[src/rtl/ex_mem_flag_stage.sv]
// ex_mem_flag_stage: EX->MEM pipeline register for the 16-bit core.
// It owns the architectural ov/zr/ne flags, feeds them back to the ALU,
// resolves conditional branches in EX, and registers the ALU result and
// control for MEM one cycle later.
// Optional feature macro: EXM_PERF_CNT_EN enables the saturating
// taken-branch and overflow-event counters. With the macro undefined the
// counter outputs read 0 and cnt_clr is ignored.
module ex_mem_flag_stage #(
  parameter int DW    = 16,
  parameter int RW    = 4,
  parameter int CNT_W = 16
) (
  input  logic             clk,
  input  logic             rst,
  input  logic             stall,
  input  logic             flush,
  input  logic             valid_EX,
  input  logic [DW-1:0]    alu_result,
  input  logic             ov,
  input  logic             zr,
  input  logic             ne,
  input  logic             flag_we,
  input  logic             br_EX,
  input  logic [2:0]       cond,
  input  logic [DW-1:0]    br_target,
  input  logic [RW-1:0]    dst_EX,
  input  logic             rf_we_EX,
  input  logic             mem_re_EX,
  input  logic             mem_we_EX,
  input  logic [DW-1:0]    st_data_EX,
  output logic             ov_EX,
  output logic             zr_EX,
  output logic             ne_EX,
  output logic             br_taken,
  output logic [DW-1:0]    br_pc,
  output logic             valid_MEM,
  output logic [DW-1:0]    result_MEM,
  output logic [RW-1:0]    dst_MEM,
  output logic             rf_we_MEM,
  output logic             mem_re_MEM,
  output logic             mem_we_MEM,
  output logic [DW-1:0]    st_data_MEM,
  output logic [CNT_W-1:0] br_cnt,
  output logic [CNT_W-1:0] ov_cnt,
  input  logic             cnt_clr
);

  logic       advance;
  logic       flag_upd;
  logic [2:0] flags_reg;   // {ov, zr, ne}
  logic       cond_true;

  // Flush beats stall; only a clean cycle moves EX into MEM.
  assign advance  = ~stall & ~flush;
  assign flag_upd = advance & valid_EX & flag_we;

  assign ov_EX = flags_reg[2];
  assign zr_EX = flags_reg[1];
  assign ne_EX = flags_reg[0];

  // Architectural flags: latched only when a real flag-setting op retires from EX.
  always_ff @(posedge clk or posedge rst) begin
    if (rst) begin
      flags_reg <= 3'b000;
    end else if (flag_upd) begin
      flags_reg <= {ov, zr, ne};
    end
  end

  // Branch condition decode on the registered flags.
  always_comb begin
    cond_true = 1'b0;
    case (cond)
      3'b000:  cond_true = ~zr_EX;
      3'b001:  cond_true = zr_EX;
      3'b010:  cond_true = ~zr_EX & ~ne_EX;
      3'b011:  cond_true = ne_EX;
      3'b100:  cond_true = zr_EX | ~ne_EX;
      3'b101:  cond_true = zr_EX | ne_EX;
      3'b110:  cond_true = ov_EX;
      default: cond_true = 1'b1;
    endcase
  end

  // Redirect is suppressed during stall so a held branch redirects only once;
  // reset masks it so every output reads 0 while rst is high.
  assign br_taken = ~rst & valid_EX & br_EX & advance & cond_true;
  assign br_pc    = rst ? '0 : br_target;

  // MEM pipeline registers: flush inserts a bubble, stall holds, advance loads.
  always_ff @(posedge clk or posedge rst) begin
    if (rst) begin
      valid_MEM   <= 1'b0;
      result_MEM  <= '0;
      dst_MEM     <= '0;
      rf_we_MEM   <= 1'b0;
      mem_re_MEM  <= 1'b0;
      mem_we_MEM  <= 1'b0;
      st_data_MEM <= '0;
    end else if (flush) begin
      // Data fields are don't-care in a bubble and simply hold.
      valid_MEM  <= 1'b0;
      rf_we_MEM  <= 1'b0;
      mem_re_MEM <= 1'b0;
      mem_we_MEM <= 1'b0;
    end else if (!stall) begin
      valid_MEM   <= valid_EX;
      result_MEM  <= alu_result;
      dst_MEM     <= dst_EX;
      rf_we_MEM   <= rf_we_EX & valid_EX;
      mem_re_MEM  <= mem_re_EX & valid_EX;
      mem_we_MEM  <= mem_we_EX & valid_EX;
      st_data_MEM <= st_data_EX;
    end
  end

`ifdef EXM_PERF_CNT_EN
  localparam logic [CNT_W-1:0] CNT_ONE = {{(CNT_W-1){1'b0}}, 1'b1};

  logic [CNT_W-1:0] br_cnt_reg;
  logic [CNT_W-1:0] ov_cnt_reg;

  // Saturating event counters; a clear in the same cycle wins over an increment.
  always_ff @(posedge clk or posedge rst) begin
    if (rst) begin
      br_cnt_reg <= '0;
      ov_cnt_reg <= '0;
    end else if (cnt_clr) begin
      br_cnt_reg <= '0;
      ov_cnt_reg <= '0;
    end else begin
      if (br_taken && (br_cnt_reg != '1)) begin
        br_cnt_reg <= br_cnt_reg + CNT_ONE;
      end
      if (flag_upd && ov && (ov_cnt_reg != '1)) begin
        ov_cnt_reg <= ov_cnt_reg + CNT_ONE;
      end
    end
  end

  assign br_cnt = br_cnt_reg;
  assign ov_cnt = ov_cnt_reg;
`else
  logic unused_cnt_clr;

  assign unused_cnt_clr = cnt_clr;
  assign br_cnt         = '0;
  assign ov_cnt         = '0;
`endif

endmodule
[config.mk]
export PLATFORM = sky130hd
export DESIGN_NAME = ex_mem_flag_stage
export DESIGN_NICKNAME = d
export VERILOG_FILES = /design/src/rtl/ex_mem_flag_stage.sv
export SDC_FILE = /design/constraint.sdc
export NUM_CORES = 1
export LEC_CHECK = 0
export ABC_CLOCK_PERIOD_IN_PS = 2200
export CAP_MARGIN = 20
export CORE_AREA = 5 5 89 91
export DETAILED_ROUTE_END_ITERATION = 16
export DIE_AREA = 0 0 94 96
export GPL_TIMING_DRIVEN = 0
export PLACE_DENSITY_LB_ADDON = 0.15
export REMOVE_ABC_BUFFERS = 1
export SLEW_MARGIN = 20
export SYNTH_ARGS = -nofsm -noshare
export SYNTH_HDL_FRONTEND = slang
export SYNTH_SLANG_ARGS = --single-unit
[constraint.sdc]
create_clock -name clk -period 2.2 [get_ports clk]
set_input_delay 0.44 -clock clk [delete_from_list [all_inputs] [get_ports clk]]
set_output_delay 0.44 -clock clk [all_outputs]
set_load 0.01 [all_outputs]
==> results.cfg, run 1 <==
[status]
outcome = finished, final reports clean

[synth]
ys_seq_area_share_pct = 52.2
synth-edff-count = 0
yosysUniqueCellTypes = 27
async_flop_share_pct = 100
yosys_warnings = 0
syn-instance-count = 162
synth_flop_cell = dfrtp_1
synth_area_um2 = 2060
synth-seq-cells = 43
synth.avg_cell_area_um2 = 12.7

[timing]
setup_slack_ps = 158
period_share_pct = 92.8
rsz0062_at_grt = no
timing.setup.tns_ps = 0
fin_crit_ps = 2040
final_max_slew_viol_count = 0
fmax_mhz = 490
finalHoldViolCount = 0
fin_worst_skew_ps = 0
setup_viol = 0

[clocking]
htree_levels = 2
tritoncts = built
cts_buffers = 5
clkTransAtPathRegs_ps = 80
clkLatencyLatePin_ps = 290
clockBufferDepth = 2
cts-root-buf = clkbuf_8
cts.sinks = 43
holdBufCountCts = 0

[worst_setup_path]
slowest_delay_ps = 560
crit_required_ps = 1760
crit_fanout = 1
worstSetupPathType = input port to output port
worst_setup_path_end_kind = output port
arrival_ps = 1600
crit_path_start_kind = input port
crit_buf_inv = 2
worst_path_max_delay_cell = clkdlybuf4s50_1
r2r_start = flags_reg[0]$_DFFE_PP0P_
critPathTopFamily = buffers and inverters
cp-startpoint = br_target[4]
cpMostUsedCell = clkdlybuf4s50_1
path_cells = clkdlybuf4s50_1 -> nor2b_1 -> clkdlybuf4s50_1

[power_and_ir_drop]
irDropWorstVdd_mv = 0.262
powerDensity_nw_per_um2 = 648
comb_power_share_pct = 30.2
p_clk_share_pct = 26.7
p_switching_mw = 0.567
p_total_mw = 2.23
pwr-share-seq_pct = 43.1
leakagePower_nw = 1.45
p_sw_share_pct = 25.4
p_int_mw = 1.67

[floorplan]
die_w_um = 94
die-area_um2 = 9020
placementRows = 31
ios = 161
chipHeight_um = 96
coreArea_um2 = 7060
initial_utilization_pct = 29.2

[final_layout]
area_growth_pct = 67.1
antenna_cells = 0
reg.largest.list = result_MEM: 16 flops, st_data_MEM: 16 flops, dst_MEM: 4 flops
nNetsFinal = 363
drive_gt1_share_pct = 18.7

[place]
io_buffers = 127
dp_slack_ps = -963
place_hpwl_um = 4270
gp_congestion = 0.797

[drt]
detail-route-antenna-nets = 0
initialDrtViolationCount = 40
viasPerCell = 4.05
wirelength_um = 5390
num_vias = 1590
wl_per_cell_um = 13.7
dr.pass1.iters = 4
drcViolationCount = 0

[run]
drv_cap = 0

[grt]
gr-usage-all-layers_pct = 11.8
antenna_found_initial = 0
first_global_vias = 1638
grt_max_degree = 26
grt_pass1_wl_um = 8340
overflow = 0

[worst_hold_path]
hp-class = input port to async pin
## path summary, 6_finish.rpt
check	endpoint	slack, ps	cells past startpoint
hold reg to reg	result_MEM[11]$_DFFE_PP0P_	510	1
setup reg to reg	flags_reg[0]$_DFFE_PP0P_	1400	1
max in group asynchronous	st_data_MEM[5]$_DFFE_PP0P_	1580	3
hold / removal	result_MEM[9]$_DFFE_PP0P_	270	2
setup / recovery	br_pc[4]	160	3
min in group clk	result_MEM[11]$_DFFE_PP0P_	510	1
## metrics by stage
| step | std cells | utilization [%] | hold slack (ps) | cell area (um^2) |
|---|---|---|---|---|
| global route | 393 | 48.8 | 313 | 3450 |
| detailed placement | 384 | 47.2 | 495 | 3330 |
| floorplan | 156 | - | 506 | 1880 |
| global placement | 382 | 46.4 | 489 | 3280 |
| finish | 393 | 48.8 | 268 | 3450 |
| CTS | 392 | 48.8 | 503 | 3440 |
## layout by cell type (no fill, tap or decap), types with 2 or more instances in the layout
master / Yosys / final
nor2b_1: 16 / 16
dlygate4sd2_1: 0 / 2
nand2_1: 3 / 3
dlymetal6s2s_1: 0 / 2
clkbuf_8: 3 / 5
mux2_2: 38 / 38
nor2_1: 4 / 4
a22oi_1: 3 / 3
conb_1: 1 / 32
clkdlybuf4s50_1: 0 / 121
dfrtp_1: 43 / 43
## cell families after synthesis
family | count (synthesis) | share of synthesized area (%)
mux | 38 | 20.7
buf+inv | 39 | 14.7
simple gates | 32 | 9.10
compound gates | 9 | 3.09
other cells | 1 | 0.182
flops | 43 | 52.2
## timing repair
action	in CTS	in global routing
pin swaps	1	0
cloned	0	1
setup buffers	1	0
resized for setup	10	5
endpoints found under the setup margin	17	8
## area by class of cell
| cell class | count | area, um^2 |
|---|---|---|
| Inverter | 2 | 12.5 |
| Fill cell | 649 | 3610 |
| Sequential cell | 43 | 1080 |
| Timing Repair Buffer | 130 | 1320 |
| Tap cell | 99 | 124 |
| Multi-Input combinational cell | 111 | 810 |
| Clock buffer | 6 | 72.6 |
| Timing Repair inverter | 1 | 5.00 |
| Clock inverter | 1 | 30.0 |
## cell usage after synthesis (2+ instances only)
master | count | area, um^2
mux2_2 | 38 | 428
nor2_1 | 4 | 15.0
buf_4 | 32 | 240
nand2_1 | 3 | 11.3
dfrtp_1 | 43 | 1080
inv_1 | 2 | 7.51
a22oi_1 | 3 | 22.5
clkbuf_8 | 3 | 41.3
nor2b_1 | 16 | 100
## power by group through the flow
stage	Combinational [mW]	Sequential [mW]	Clock (mW)
after detailed placement	0.681	0.979	0
after floorplan	0.192	1.03	0
after global routing	0.728	0.981	0.661
after CTS	0.684	0.965	0.630
after global placement	0.670	0.975	0
final	0.675	0.963	0.595
## layer usage
| layer | vias to the layer above | track usage, % | part of all wire (%) |
|---|---|---|---|
| met5 | - | 0 | 0 |
| li1 | 746 | - | - |
| met1 | 727 | 14.0 | 41 |
| met2 | 107 | 18.6 | 44 |
| met4 | 0 | 3.49 | 1.8 |
| met3 | 10 | 6.33 | 13 |
Note: power is estimated with default switching activity, not from simulation.
==> run 2: changes to the inputs <==
Settings changed: ABC_AREA from default to 1, TNS_END_PERCENT from default to 1.
==> run 2 against run 1 <==
Against the previous run: total power fell by 7.9%; area after synthesis rose by 2.4%; setup slack got worse by 15 ps; maximum frequency fell by 0.74%; die area did not move; first-iteration DRC count rose by 38%; register-to-register slack improved by 130 ps; flip-flop and latch count did not move; core utilization rose by 0.34 points; largest cell class unchanged.
==> results.cfg, run 2 <==
[drt]
drcViolationCount = 0
initialDrtViolationCount = 55
wirelength_um = 6450
num_vias = 1944
viasPerCell = 3.87
dr.pass1.iters = 4
detail-route-antenna-nets = 0
wl_per_cell_um = 12.9

[synth]
async_flop_share_pct = 100
yosys_warnings = 0
netlist_top_cells_area = dfrtp_1 (51%), nand2_1 (23%), buf_4 (11%)
syn-instance-count = 272
ys_top_cells_by_count = nand2_1 (130), dfrtp_1 (43), buf_4 (32)
synth_most_common_cell = nand2_1
synth-seq-cells = 43
synth_flop_cell = dfrtp_1
ys_seq_area_share_pct = 50.9
synth_area_um2 = 2110
yosysUniqueCellTypes = 15
yosysTopAreaCell = dfrtp_1
synth-edff-count = 0
synth.avg_cell_area_um2 = 7.77
yosysTopAreaCellShare_pct = 50.9

[timing]
timing.setup.tns_ps = 0
setup_viol = 0
final_max_slew_viol_count = 0
fin_worst_skew_ps = 0
period_share_pct = 93.5
fin_crit_ps = 2060
worst_pin_slew_ps = 823
finalHoldViolCount = 0
relSlewSlack_pct = 45.1
fmax_mhz = 486
setup_slack_ps = 143
rsz0062_at_grt = no

[clocking]
cts_buffers = 5
htree_levels = 2
clockBufferDepth = 2
clkLatencyLatePin_ps = 280
clkTransAtPathRegs_ps = 80
cts.sinks = 43
tritoncts = built
cts-root-buf = clkbuf_8

[floorplan]
ios = 161
placementRows = 31
die_w_um = 94
coreArea_um2 = 7060
chipHeight_um = 96
initial_utilization_pct = 29.9
die-area_um2 = 9020

[power_and_ir_drop]
p_clk_share_pct = 24.0
pwr-share-seq_pct = 45.7
p_switching_mw = 0.599
comb_power_share_pct = 30.2
irDropWorstVdd_mv = 0.330
p_sw_share_pct = 29.1
powerDensity_nw_per_um2 = 592
p_int_mw = 1.46
leakagePower_nw = 1.76

[final_layout]
nFillCells = 735
antenna_cells = 0
nNetsFinal = 471
final_cell_mix = nand2_1 (130), clkdlybuf4s50_1 (123), dfrtp_1 (43)
utilization_pct = 49.2
drive_gt1_share_pct = 4.47
area_growth_pct = 64.3
reg.largest.list = result_MEM: 16 flops, st_data_MEM: 16 flops, dst_MEM: 4 flops
layout_commonest_cell = nand2_1

[run]
drv_cap = 0

[worst_setup_path]
crit_path_start_kind = input port
r2r_start = flags_reg[0]$_DFFE_PP0P_
crit_fanout = 4
worst_setup_path_end_kind = output port
arrival_ps = 1620
crit_required_ps = 1760
r2r_cells = 2
cp-startpoint = cond[1]
worstSetupPathType = input port to output port

[place]
place_hpwl_um = 4470
io_buffers = 127
gp_congestion = 0.761
dp_slack_ps = -1440

[grt]
overflow = 0
grt_pass1_wl_um = 9710
grt_max_degree = 25
antenna_found_initial = 0
first_global_vias = 1907
gr-usage-all-layers_pct = 14.1

[status]
outcome = finished, final reports clean

[worst_hold_path]
hp-class = input port to async pin
run 2: what timing repair did:
action                                 CTS  global route
endpoints found under the hold margin    0             0
hold buffers                             0             0
setup endpoints to repair               60             0
resized for setup                       18             0
setup buffers                            2             0
run 2: path summary, 6_finish.rpt:
kind,slack [ps],endpoint
worst min register to register,470,result_MEM[9]$_DFFE_PP0P_
max in group asynchronous,1730,flags_reg[0]$_DFFE_PP0P_
worst min-delay path,140,dst_MEM[0]$_DFFE_PP0P_
min in group clk,470,result_MEM[9]$_DFFE_PP0P_
worst max-delay path,140,br_taken
worst max register to register,1530,flags_reg[0]$_DFFE_PP0P_
run 2: cell families after synthesis:
family	synth area share, %
simple gates	30.0
flops	50.9
other cells	0.177
compound gates	0.710
buf+inv	18.2
run 2: layout make-up:
cell class,count,area [um^2],area share [%]
well taps,99,124,3.57
clock inverters,1,5.00,0.144
multi-input cells,197,774,22.3
inverters,23,101,2.92
repair buffers,130,1300,37.5
flip-flops and latches,43,1080,31.0
clock buffers,7,76.3,2.20
repair inverters,2,12.5,0.360
run 2: per-layer routing:
| layer | vias up | GRT usage [%] | routed length, um |
|---|---|---|---|
| li1 | 1000 | - | - |
| met5 | - | 0 | 0 |
| met1 | 870 | 17.0 | 2650 |
| met2 | 72 | 24.6 | 3270 |
| met4 | 0 | 3.25 | 22 |
| met3 | 2 | 4.38 | 509 |
run 2: through the flow:
stage / cell area (um^2) / hold slack (ps) / cells / total power, mW
finish: 3470 / 141 / 502 / 2.06
global route: 3470 / 133 / 502 / 2.18
CTS: 3470 / 129 / 502 / 2.09
detailed placement: 3350 / 458 / 489 / 1.57
global placement: 3330 / 452 / 488 / 1.56
floorplan: 1930 / 509 / 262 / 1.17
run 2: critical path: stages:
cell and delay, ps:
clkdlybuf4s50_1 460, nor2_1 160, nand2_1 70, a21oi_1 150, nor2_1 60, dlygate4sd2_1 280
run 2: power groups by stage:
stage | sequential, mW | clock (mW) | combinational (mW)
finish | 0.940 | 0.494 | 0.622
CTS | 0.942 | 0.517 | 0.633
global route | 0.957 | 0.544 | 0.680
global placement | 0.952 | 0 | 0.608
detailed placement | 0.956 | 0 | 0.616
floorplan | 1.00 | 0 | 0.166
==> run 3: changes to the inputs <==
Settings changed: PLACE_DENSITY from default to 0.76, PLACE_DENSITY_LB_ADDON 0.15 to default.
==> run 3 against run 2 <==
Against the previous run: critical endpoint unchanged; die area unchanged; critical path type unchanged; non-clock buffer count decreased by 1; maximum frequency is 0.86% lower; final area increased by 1.4%; largest power group unchanged.
==> results.cfg, run 3 (synthesis results as in run 2) <==
[status]
outcome = finished, final reports clean

[timing]
fmax_mhz = 482
whs_ps = 127
worst_pin_slew_ps = 794
final_max_slew_viol_count = 0
relSlewSlack_pct = 47.0
fin_worst_skew_ps = 0
rsz0062_at_grt = no
setup_viol = 0
finalHoldViolCount = 0
fin_crit_ps = 2070
period_share_pct = 94.3

[clocking]
cts_buffers = 5
cts.sinks = 43
clkTransAtPathRegs_ps = 80
htree_levels = 2
cts-root-buf = clkbuf_8
clockBufferDepth = 2
clkLatencyLatePin_ps = 290
tritoncts = built

[power_and_ir_drop]
p_int_mw = 1.69
comb_power_share_pct = 27.2
p_clk_share_pct = 31.5
p_total_mw = 2.29
irDropWorstVdd_mv = 0.437
powerDensity_nw_per_um2 = 650
leakagePower_nw = 1.78
p_switching_mw = 0.599
p_sw_share_pct = 26.2
pwr-share-seq_pct = 41.3

[worst_setup_path]
worst_path_max_delay_cell = clkdlybuf4s50_1
slowest_delay_ps = 460
r2r_start = valid_MEM$_DFFE_PP0P_
crit_path_start_kind = input port
cpMostUsedCell = nor2_1
worst_setup_path_end_kind = output port
arrival_ps = 1630
worstSetupPathType = input port to output port
path_cells = clkdlybuf4s50_1 -> nor2_1 -> nand2_1 -> a21oi_1 -> nor2_1 -> dlygate4sd2_1
r2r_slack_ps = 1530
r2r_cells = 2
crit_fanout = 4
crit_required_ps = 1760
r2r-end = valid_MEM$_DFFE_PP0P_

[grt]
grt_pass1_wl_um = 10200
grt_max_degree = 34
overflow = 0
antenna_found_initial = 0
first_global_vias = 2004
gr-usage-all-layers_pct = 14.5

[place]
place_hpwl_um = 4760
gp_congestion = 0.725
io_buffers = 127

[floorplan]
coreArea_um2 = 7060
die_w_um = 94
die-area_um2 = 9020
ios = 161
initial_utilization_pct = 29.9
placementRows = 31
chipHeight_um = 96

[final_layout]
area_growth_pct = 66.6
nFillCells = 714
nNetsFinal = 470
final_cell_mix = nand2_1 (130), clkdlybuf4s50_1 (123), dfrtp_1 (43)
drive_gt1_share_pct = 4.73
layout_commonest_cell = nand2_1
reg.largest.list = result_MEM: 16 flops, st_data_MEM: 16 flops, dst_MEM: 4 flops
antenna_cells = 0

[drt]
initialDrtViolationCount = 49
wl_per_cell_um = 13.1
dr.pass1.iters = 4
wirelength_um = 6570
detail-route-antenna-nets = 0
drcViolationCount = 0
viasPerCell = 3.93
num_vias = 1968

[worst_hold_path]
hp-class = input port to async pin

[run]
drv_cap = 0
run 3: how the worst max path moves through the flow:
stage / start / to / slack, ps / cells past startpoint
floorplan: rst / br_taken / -80 / 5
global placement: rst / br_taken / -1820 / 7
detailed placement: stall / br_taken / -1390 / 7
CTS: cond[1] / br_taken / 120 / 6
global route: cond[1] / br_taken / 40 / 6
finish: cond[1] / br_taken / 130 / 6
run 3: routing by layer:
| layer | global-route usage, % | vias up | wire length [um] | share of wire, % |
|---|---|---|---|---|
| met1 | 16.8 | 882 | 2630 | 40 |
| li1 | - | 1002 | - | - |
| met3 | 4.53 | 6 | 532 | 8.1 |
| met2 | 26.3 | 78 | 3360 | 51 |
| met4 | 3.13 | 0 | 46 | 0.70 |
| met5 | 0 | - | 0 | 0 |
run 3: repair_timing:
item	CTS	global route
resized for setup	22	0
hold buffers	0	0
endpoints found under the hold margin	0	0
endpoints found under the setup margin	60	0
setup buffers	2	0
run 3: per-stage QoR:
stage               TNS, ps  setup slack (ps)  utilization [%]  cell area [um^2]  instances
floorplan             -75.6             -75.6                -              1930        262
global placement     -50150             -1820             47.1              3330        488
detailed placement   -22680             -1390             47.5              3350        489
CTS                       0               124             49.9              3520        501
global route              0              41.5             49.9              3520        501
finish                    0               125             49.9              3520        501
run 3: worst max-delay path, delay by kind of cell:
family                 cells  cell delay (ps)
AO/OA/AOI/OAI              1              160
buffers and inverters      2              740
AND/OR/NAND/NOR            3              300
run 3: power groups by stage:
stage | combinational (mW) | sequential, mW | clock, mW
2_1_floorplan | 0.166 | 1.00 | 0
3_3_place_gp | 0.604 | 0.954 | 0
3_5_place_dp | 0.619 | 0.960 | 0
4_1_cts | 0.635 | 0.946 | 0.747
5_1_grt | 0.681 | 0.961 | 0.777
6_report | 0.623 | 0.944 | 0.721
run 3: area by class of cell:
type                       instances  area, um^2  share of cell area, %
multi-input combinational        197         774                   22.0
timing repair inverter             2        15.0                  0.426
sequential                        43        1080                   30.6
clock inverter                     2        60.1                   1.71
timing repair buffer             129        1280                   36.3
tap                               99         124                   3.52
clock buffer                       6        72.6                   2.06
inverter                          23         120                   3.41
